**src/rtl/cs_y_packer_if.sv**
```systemverilog
// Byte-packer stream bundle: 10-bit Y word input, flush, and valid/ready byte output.
// The master side drives Y words and byte_ready; the slave side is the packer.
interface cs_y_packer_if;
    logic       y_valid;
    logic [9:0] y_in;
    logic       flush;
    logic [7:0] byte_data;
    logic       byte_valid;
    logic       byte_ready;
    logic       fifo_empty;
    logic       ovf;
    logic       busy;

    modport master (
        output y_valid, y_in, flush, byte_ready,
        input  byte_data, byte_valid, fifo_empty, ovf, busy
    );

    modport slave (
        input  y_valid, y_in, flush, byte_ready,
        output byte_data, byte_valid, fifo_empty, ovf, busy
    );
endinterface

```
**src/rtl/cs_y_packer.sv**
```systemverilog
// Buffers 10-bit Y results in a FIFO and packs each group of 4 words into 5 bytes,
// LSB byte first, with flush padding of a partial group.
module cs_y_packer #(
    parameter int unsigned DEPTH = 8,
    parameter int unsigned AW    = 3
) (
    input logic          clk,
    input logic          reset,
    cs_y_packer_if.slave bus
);

    localparam logic [AW:0] FullCnt = (AW + 1)'(DEPTH);

    // Input FIFO
    logic [9:0]    mem [DEPTH];
    logic [AW-1:0] wr_ptr_q, rd_ptr_q;
    logic [AW:0]   count_q, count_d;
    logic          fifo_empty, fifo_full, push, pop;
    logic [9:0]    pop_word;

    // Gather and emit registers
    logic [39:0] gather_q, gather_d;
    logic [2:0]  wcnt_q, wcnt_d;
    logic [39:0] emit_q, emit_d;
    logic        emit_full_q, emit_full_d;
    logic [2:0]  bcnt_q, bcnt_d;

    logic flush_pend_q, flush_pend_d;
    logic ovf_q, ovf_d;
    logic accept, emit_done, transfer, force_flush;

    assign fifo_empty  = (count_q == '0);
    assign fifo_full   = (count_q == FullCnt);
    assign accept      = emit_full_q & bus.byte_ready;
    assign emit_done   = accept & (bcnt_q == 3'd4);
    // A full gather moves on as soon as the emit register is free, including the
    // cycle its last byte is taken, so consecutive groups stream without a bubble.
    assign transfer    = (wcnt_q == 3'd4) & (~emit_full_q | emit_done);
    assign force_flush = flush_pend_q & fifo_empty & (wcnt_q != 3'd0) & (wcnt_q != 3'd4);
    assign push        = bus.y_valid & ~fifo_full;
    assign pop         = ~fifo_empty & ((wcnt_q != 3'd4) | transfer);
    assign pop_word    = mem[rd_ptr_q];

    always_comb begin
        count_d = count_q;
        unique case ({push, pop})
            2'b10:   count_d = count_q + 1'b1;
            2'b01:   count_d = count_q - 1'b1;
            default: count_d = count_q;
        endcase
    end

    always_ff @(posedge clk or negedge reset) begin
        if (!reset) begin
            wr_ptr_q <= '0;
            rd_ptr_q <= '0;
            count_q  <= '0;
        end else begin
            if (push) wr_ptr_q <= wr_ptr_q + 1'b1;
            if (pop)  rd_ptr_q <= rd_ptr_q + 1'b1;
            count_q <= count_d;
        end
    end

    always_ff @(posedge clk) begin
        if (push) mem[wr_ptr_q] <= bus.y_in;
    end

    // Gather: transfer clears first so a same-cycle pop lands in slot 0.
    always_comb begin
        gather_d = gather_q;
        wcnt_d   = wcnt_q;
        if (transfer) begin
            gather_d = '0;
            wcnt_d   = '0;
        end
        if (force_flush) wcnt_d = 3'd4;
        if (pop) begin
            case (wcnt_d)
                3'd0:    gather_d[9:0]   = pop_word;
                3'd1:    gather_d[19:10] = pop_word;
                3'd2:    gather_d[29:20] = pop_word;
                3'd3:    gather_d[39:30] = pop_word;
                default: gather_d = gather_d;
            endcase
            wcnt_d = wcnt_d + 3'd1;
        end
    end

    always_comb begin
        emit_d      = emit_q;
        emit_full_d = emit_full_q;
        bcnt_d      = bcnt_q;
        if (accept) bcnt_d = bcnt_q + 3'd1;
        if (emit_done) begin
            emit_d      = '0;
            emit_full_d = 1'b0;
            bcnt_d      = '0;
        end
        if (transfer) begin
            emit_d      = gather_q;
            emit_full_d = 1'b1;
            bcnt_d      = '0;
        end
    end

    // Pending flush resolves once the FIFO has drained into the gather register.
    always_comb begin
        flush_pend_d = flush_pend_q;
        if (flush_pend_q & fifo_empty & (wcnt_q != 3'd4)) flush_pend_d = 1'b0;
        if (bus.flush) flush_pend_d = 1'b1;
        ovf_d = ovf_q | (bus.y_valid & fifo_full);
    end

    always_ff @(posedge clk or negedge reset) begin
        if (!reset) begin
            gather_q     <= '0;
            wcnt_q       <= '0;
            emit_q       <= '0;
            emit_full_q  <= 1'b0;
            bcnt_q       <= '0;
            flush_pend_q <= 1'b0;
            ovf_q        <= 1'b0;
        end else begin
            gather_q     <= gather_d;
            wcnt_q       <= wcnt_d;
            emit_q       <= emit_d;
            emit_full_q  <= emit_full_d;
            bcnt_q       <= bcnt_d;
            flush_pend_q <= flush_pend_d;
            ovf_q        <= ovf_d;
        end
    end

    always_comb begin
        case (bcnt_q)
            3'd0:    bus.byte_data = emit_q[7:0];
            3'd1:    bus.byte_data = emit_q[15:8];
            3'd2:    bus.byte_data = emit_q[23:16];
            3'd3:    bus.byte_data = emit_q[31:24];
            3'd4:    bus.byte_data = emit_q[39:32];
            default: bus.byte_data = 8'h00;
        endcase
    end

    assign bus.byte_valid = emit_full_q;
    assign bus.fifo_empty = fifo_empty;
    assign bus.ovf        = ovf_q;
    assign bus.busy       = ~fifo_empty | (wcnt_q != 3'd0) | emit_full_q;

endmodule

```
**src/flat_wrapper.sv**
```systemverilog
// flat-port wrapper written by rule: the top's interface ports become plain ports
module cs_y_packer_flat 
#(
    parameter int unsigned DEPTH = 8,
    parameter int unsigned AW    = 3
)
  (clk, reset, bus_y_valid, bus_y_in, bus_flush, bus_byte_ready, bus_byte_data, bus_byte_valid, bus_fifo_empty, bus_ovf, bus_busy);
  cs_y_packer_if bus_i ();
  input logic clk;
  input logic reset;
  input wire logic [$bits(bus_i.y_valid)-1:0] bus_y_valid;
  input wire logic [$bits(bus_i.y_in)-1:0] bus_y_in;
  input wire logic [$bits(bus_i.flush)-1:0] bus_flush;
  input wire logic [$bits(bus_i.byte_ready)-1:0] bus_byte_ready;
  output wire logic [$bits(bus_i.byte_data)-1:0] bus_byte_data;
  output wire logic [$bits(bus_i.byte_valid)-1:0] bus_byte_valid;
  output wire logic [$bits(bus_i.fifo_empty)-1:0] bus_fifo_empty;
  output wire logic [$bits(bus_i.ovf)-1:0] bus_ovf;
  output wire logic [$bits(bus_i.busy)-1:0] bus_busy;
  assign bus_i.y_valid = bus_y_valid;
  assign bus_i.y_in = bus_y_in;
  assign bus_i.flush = bus_flush;
  assign bus_i.byte_ready = bus_byte_ready;
  assign bus_byte_data = bus_i.byte_data;
  assign bus_byte_valid = bus_i.byte_valid;
  assign bus_fifo_empty = bus_i.fifo_empty;
  assign bus_ovf = bus_i.ovf;
  assign bus_busy = bus_i.busy;
  cs_y_packer #(.DEPTH(DEPTH), .AW(AW)) u_core (.clk(clk), .reset(reset), .bus(bus_i));
endmodule
```
**config.mk**
```make
export PLATFORM = sky130hd
export DESIGN_NAME = cs_y_packer_flat
export DESIGN_NICKNAME = d
export VERILOG_FILES = /design/src/rtl/cs_y_packer_if.sv /design/src/rtl/cs_y_packer.sv /design/src/flat_wrapper.sv
export SDC_FILE = /design/constraint.sdc
export NUM_CORES = 1
export LEC_CHECK = 0
export ABC_AREA = 1
export CAP_MARGIN = 15
export CORE_MARGIN = 1
export CORE_UTILIZATION = 51
export DETAILED_ROUTE_END_ITERATION = 8
export PLACE_DENSITY = 0.75
export SYNTH_ARGS = -nofsm -noshare
export SYNTH_HDL_FRONTEND = slang
export SYNTH_SLANG_ARGS = --single-unit
```
**constraint.sdc**
```tcl
create_clock -name clk -period 2.5 [get_ports clk]
set_clock_uncertainty 0.05 [all_clocks]
set_input_delay 0.5 -clock clk [delete_from_list [all_inputs] [get_ports clk]]
set_output_delay 0.5 -clock clk [all_outputs]
set_load 0.005 [all_outputs]
```
# Word level (Yosys, flattened, before mapping)
# Memory sizes are Yosys's and may differ from the RTL's.
# Cells that the tools add are included.
# Widths: inputs -> output; s select.
# word_totals
register_bits,99
mem_bits_rw,80
input_bits,15
output_inout_bits,12
elab_cells,77
mem_count,1
# memory_table
memory,depth,word_bits,rd,rd_clocked_by_memory_dff,write_ports,line,rtl
u_core.mem,8,10,1,0,1,cs_y_packer.sv:15,logic [9:0] mem [DEPTH];
# classes
n_addsub,6
n_eq_ne,12
muxes,22
bitwise,18
n_reduce_logical,8
# ops
op,count
$mux 40,4
$mux 10,4
$pmux 8 s5,1
$mux 3,6
$add 3x1->3 const B,4
$eq 3x2->1 const B,4
$and 1x1->1,10
$pmux 4 s2,1
$eq 3x1->1 const B,2
$eq 3x3->1 const B,2
$logic_not 3->1,2
$mux 1,6
$reduce_bool 2->1,3
$reduce_bool 3->1,2
$or 1x1->1,5
$add 4x1->4 const B,1
$eq 4x4->1 const B,1
$logic_not 4->1,1
$sub 4x1->4 const B,1
$ne 3x3->1 const B,1
$not 1->1,3
$eq 2x1->1 const B,1
$eq 2x2->1 const B,1

# Depth between registers and ports, before layout
# depth
ltp_word,9
ltp_mapped,17
mapped_depth_nobuf,17

# Least setup slack after synthesis
# Ideal clock, no wire load.
# synth_path
path_kind,reg-to-reg
startpoint,register u_core.bcnt_q[0]
endpoint,register u_core.count_q[2]
setup_ns,0.127
t_arrival_ns,2.239
required_ns,2.323
path_slack_ns,0.083
stages_incl_launch_ff,15
path_buffers,0
period_less_slack_ns,2.417
path_cell_list,dfrtp_1 > inv_1 > ha_1 > nand2_2 > inv_2 > nand2_1 > nand3_1 > nand2_2 > inv_1 > ha_1 > xor2_1 > ha_1 > a21oi_1 > xor2_1 > o21ai_0
# synth_between
elab_chain_len,8
word_cells_on_any_way,10
classes_between,eq/ne (3); mux (1); bitwise (5); reduce/logical (1)
# synth_rtl
item,line,rtl
"start, declared",cs_y_packer.sv:26,"logic [2:0] bcnt_q, bcnt_d;"
"start signal, assigned",cs_y_packer.sv:129,bcnt_q <= bcnt_d;
$eq 3x3->1 (*),cs_y_packer.sv:35,assign emit_done = accept & (bcnt_q == 3'd4);
$and 1x1->1 (*),cs_y_packer.sv:35,
$or 1x1->1 (*),cs_y_packer.sv:38,assign transfer = (wcnt_q == 3'd4) & (~emit_full_q | emit_done);
$and 1x1->1 (*),cs_y_packer.sv:38,
$or 1x1->1 (*),cs_y_packer.sv:41,assign pop = ~fifo_empty & ((wcnt_q != 3'd4) | transfer);
$and 1x1->1 (*),cs_y_packer.sv:41,
$eq 2x1->1 or $eq 2x2->1 (tied branches),cs_y_packer.sv:46,"unique case ({push, pop})"
$pmux 4 s2 or $reduce_bool 2->1 (tied branches),--,
"end signal, assigned",cs_y_packer.sv:61,count_q <= count_d;
"end, declared",cs_y_packer.sv:17,"logic [AW:0] count_q, count_d;"
# Mark *: on every way between the ends. The rest lies on a longest branch, timed or not.
# A chain may end at the register's enable or synchronous reset.

# Final worst setup path
# layout_path
startpoint,register u_core.bcnt_q[0]
endpoint,output port bus_byte_data[4]
# layout_between
elab_chain_len,2
word_cells_on_any_way,6
classes_between,eq/ne (4); mux (1); reduce/logical (1)
# layout_rtl
item,line,rtl
"$eq 3x3->1, or another cell as far along",cs_y_packer.sv:136,case (bcnt_q)
$pmux 8 s5 (*),cs_y_packer.sv:136,
"end, declared",flat_wrapper.sv:15,output wire logic [$bits(bus_i.byte_data)-1:0] bus_byte_data;
# Marks and branches as above.

==> results.json <==
{
  "status": "completed",
  "clock_tree_from_tritoncts": "done",
  "cts_made_buffers": 17,
  "grt_pass1_vias": 5677,
  "htree_levels": 4,
  "ctsHoldBuffers": 0,
  "timing.setup.tns_ns": 0,
  "leading_cell_type_in_the_layout_fill_and_taps_excluded": "sky130_fd_sc_hd__nand2_1",
  "critical_path.top_delay_family": "buffers and inverters",
  "route.detailed.drc": 0,
  "max-slew-margin-rel_pct": 47.2,
  "critical_path_buf_inv_count": 3,
  "place.gp.congestion": 0.825,
  "synth_sequential_area_ratio_pct": 59.7,
  "die_area_um2": 16500,
  "area.growth.synth_to_final_pct": 15.9,
  "drtIter0Drc": 470,
  "final.setup.worst_slack_ns": 0.0550,
  "cp.depth": 7,
  "maxCapViolCount": 0,
  "final_period_demand_of_the_worst_path_ns": 2.44,
  "most-common-layout-cells": "sky130_fd_sc_hd__nand2_1, sky130_fd_sc_hd__inv_1, sky130_fd_sc_hd__dfrtp_1, sky130_fd_sc_hd__edfxtp_1, sky130_fd_sc_hd__nand3_1",
  "final.period_utilization_pct": 97.8,
  "final_std_cells_w_o_fill": 1191,
  "detailed_place_hpwl_mm": 11.1,
  "die-height_um": 129,
  "dp.cells": 1158,
  "initial_utilization_pct": 53.0,
  "initial_antenna_violation_count": 0,
  "ios": 27,
  "place_worst_setup_slack_ns": -0.100,
  "setup_viol_count_final": 0,
  "antenna_violating_nets_post_route": 0,
  "yosysUniqueCellTypes": 26,
  "drt-pass1-iter-count": 5,
  "synth_fp_nets": 950,
  "finalHoldViolations": 0,
  "clock_tree.buffer_depth": 2,
  "core-area_um2": 15400,
  "drive_gt1_share_pct": 10.9,
  "worst_setup_path_start_kind": "flop",
  "setup.worst_path.end_class": "output pin",
  "grt-ovfl-total": 0,
  "global_route.usage.total_pct": 22.8,
  "worst-endpoint-arrival_ns": 1.89,
  "clock_sink_count": 179,
  "crit_path_max_incr_delay_ns": 0.39,
  "crit_path_top_delay_cell": "sky130_fd_sc_hd__dfrtp_1",
  "path_max_fanout": 6,
  "worst_ep_required_time_ns": 1.95,
  "port-buffer-count": 26,
  "rows": 45,
  "grt_max_degree": 52,
  "mapped_area_um2": 8170,
  "avgSynthCellArea_um2": 8.88,
  "num_vias": 6035,
  "warnings_from_yosys": 0,
  "synth-seq-cells": 179,
  "filler_cell_count": 1285,
  "die_width_um": 129,
  "root_buffer": "sky130_fd_sc_hd__clkbuf_16",
  "worstPathCellList": "buf_4 > ha_1 > nand2_2 > inv_4 > a21oi_2 > o211ai_1 > dlygate4sd2_1",
  "finalPower_mw": 11.9,
  "detail_route.wl_per_cell_um": 14.5,
  "drt-total-wl_mm": 17.3,
  "rr_worst_depth": 14,
  "netlist_instances": 920,
  "worst_hold_path_type": "in2async",
  "powerDensity_nw_per_um2": 1250,
  "criticalPathCategory": "reg2out",
  "drt-vias-per-instance": 5.07,
  "diodes": 0,
  "slew_at_the_pin_with_the_worst_max_slew_slack_ns": 0.791,
  "layout.nets": 997,
  "grt_setup_unrepaired": "yes",
  "finalMaxSlewViolations": 0,
  "cts.reportedPaths.clkPinSlew_ns": 0.07,
  "grt_pass1_wl_mm": 28.4,
  "whs_ns": 0.0353,
  "max_freq_ghz": 0.409,
  "leakage_nw": 4.61,
  "clock_latency_ns": 0.43,
  "vdd_ir_drop_max_v": 0.000723
}
==> worst reg2reg max path: cells and delay by family, from the launching register on <==
kind                       cells  cell delay, ns
adders and majority gates      3            0.59
xor gates and xnor gates       2            0.42
DFF                            1            0.39
and+or+nand+nor                4            0.38
buffers and inverters          3            0.24
AOI/OAI and AO/OA              2            0.18
==> cell type report <==
| class | count | area [um2] | area share (%) |
|---|---|---|---|
| clock buffers | 17 | 425 | 4.49 |
| clock inverters | 15 | 170 | 1.80 |
| inverters | 166 | 626 | 6.61 |
| multi-input cells | 541 | 2560 | 27.1 |
| flip-flops and latches | 179 | 4880 | 51.5 |
| well taps | 211 | 264 | 2.79 |
| repair buffers | 62 | 541 | 5.71 |
==> power by group <==
group          switching, mW  total, mW  internal, mW
registers              0.357       4.31          3.96
clock network           1.17       2.67          1.50
logic                   3.21       4.87          1.66
total                   4.73       11.9          7.12
==> state kept, by name, summed over array words and instances (netlist names) <==
signal,count
u_core.flush_pend_q,1
u_core.gather_q,40
u_core.count_q,4
u_core.bus.byte_valid,1
u_core.wcnt_q,3
u_core.bcnt_q,3
u_core.bus.ovf,1
u_core.emit_q,40
u_core.wr_ptr_q,3
u_core.mem,80
u_core.rd_ptr_q,3
==> cells by family after synthesis <==
logic type / Yosys count / share of synthesized area (%)
AOI/OAI and AO/OA: 87 / 6.14
xor gates and xnor gates: 5 / 0.536
adders and majority gates: 15 / 2.30
buffers and inverters: 200 / 9.71
DFF: 179 / 59.7
and+or+nand+nor: 434 / 21.6
==> final timing paths <==
path                             startpoint                  end  slack (ns)
max in group asynchronous             reset  u_core.gather_q[12]        1.66
min                                   reset    u_core.emit_q[34]        0.04
max                        u_core.bcnt_q[0]     bus_byte_data[4]        0.06
min reg2reg                  u_core.bus.ovf       u_core.bus.ovf        0.43
min in group clk             u_core.bus.ovf       u_core.bus.ovf        0.43
max reg2reg                u_core.bcnt_q[0]    u_core.count_q[2]        0.18
==> cells in the mapped netlist, drive strengths merged <==
cell | number | area share, %
o21bai | 2 | 0.32
nand2 | 304 | 14
edfxtp | 80 | 29
nand4 | 4 | 0.31
o21ai | 52 | 3.2
clkbuf | 15 | 0.69
xnor2 | 1 | 0.11
a21oi | 11 | 0.81
dfrtp | 99 | 30
nand3 | 76 | 4.7
ha | 15 | 2.3
or2 | 2 | 0.15
o22ai | 13 | 1.0
inv | 166 | 7.6
buf | 19 | 1.4
nor2 | 48 | 2.3
xor2 | 4 | 0.43
o211ai | 9 | 0.83
==> what timing repair did <==
item	4_1_cts	5_1_grt
gates resized for setup	20	21
endpoints found under the setup margin	8	8
buffers inserted	2	0
pin swaps	1	1
==> metrics by stage <==
step           utilization [%]  cell area, um2
2_1_floorplan                -            8170
3_3_place_gp              57.1            8810
3_5_place_dp              57.1            8810
4_1_cts                   61.2            9440
5_1_grt                   61.4            9470
6_report                  61.4            9470
==> routing by layer <==
metal	part of all wire, %	GRT usage (%)
met5	0	0
met2	49	37.7
met4	1.6	9.13
met1	43	29.8
met3	5.6	4.28
Power figures use the tool's default switching activity.
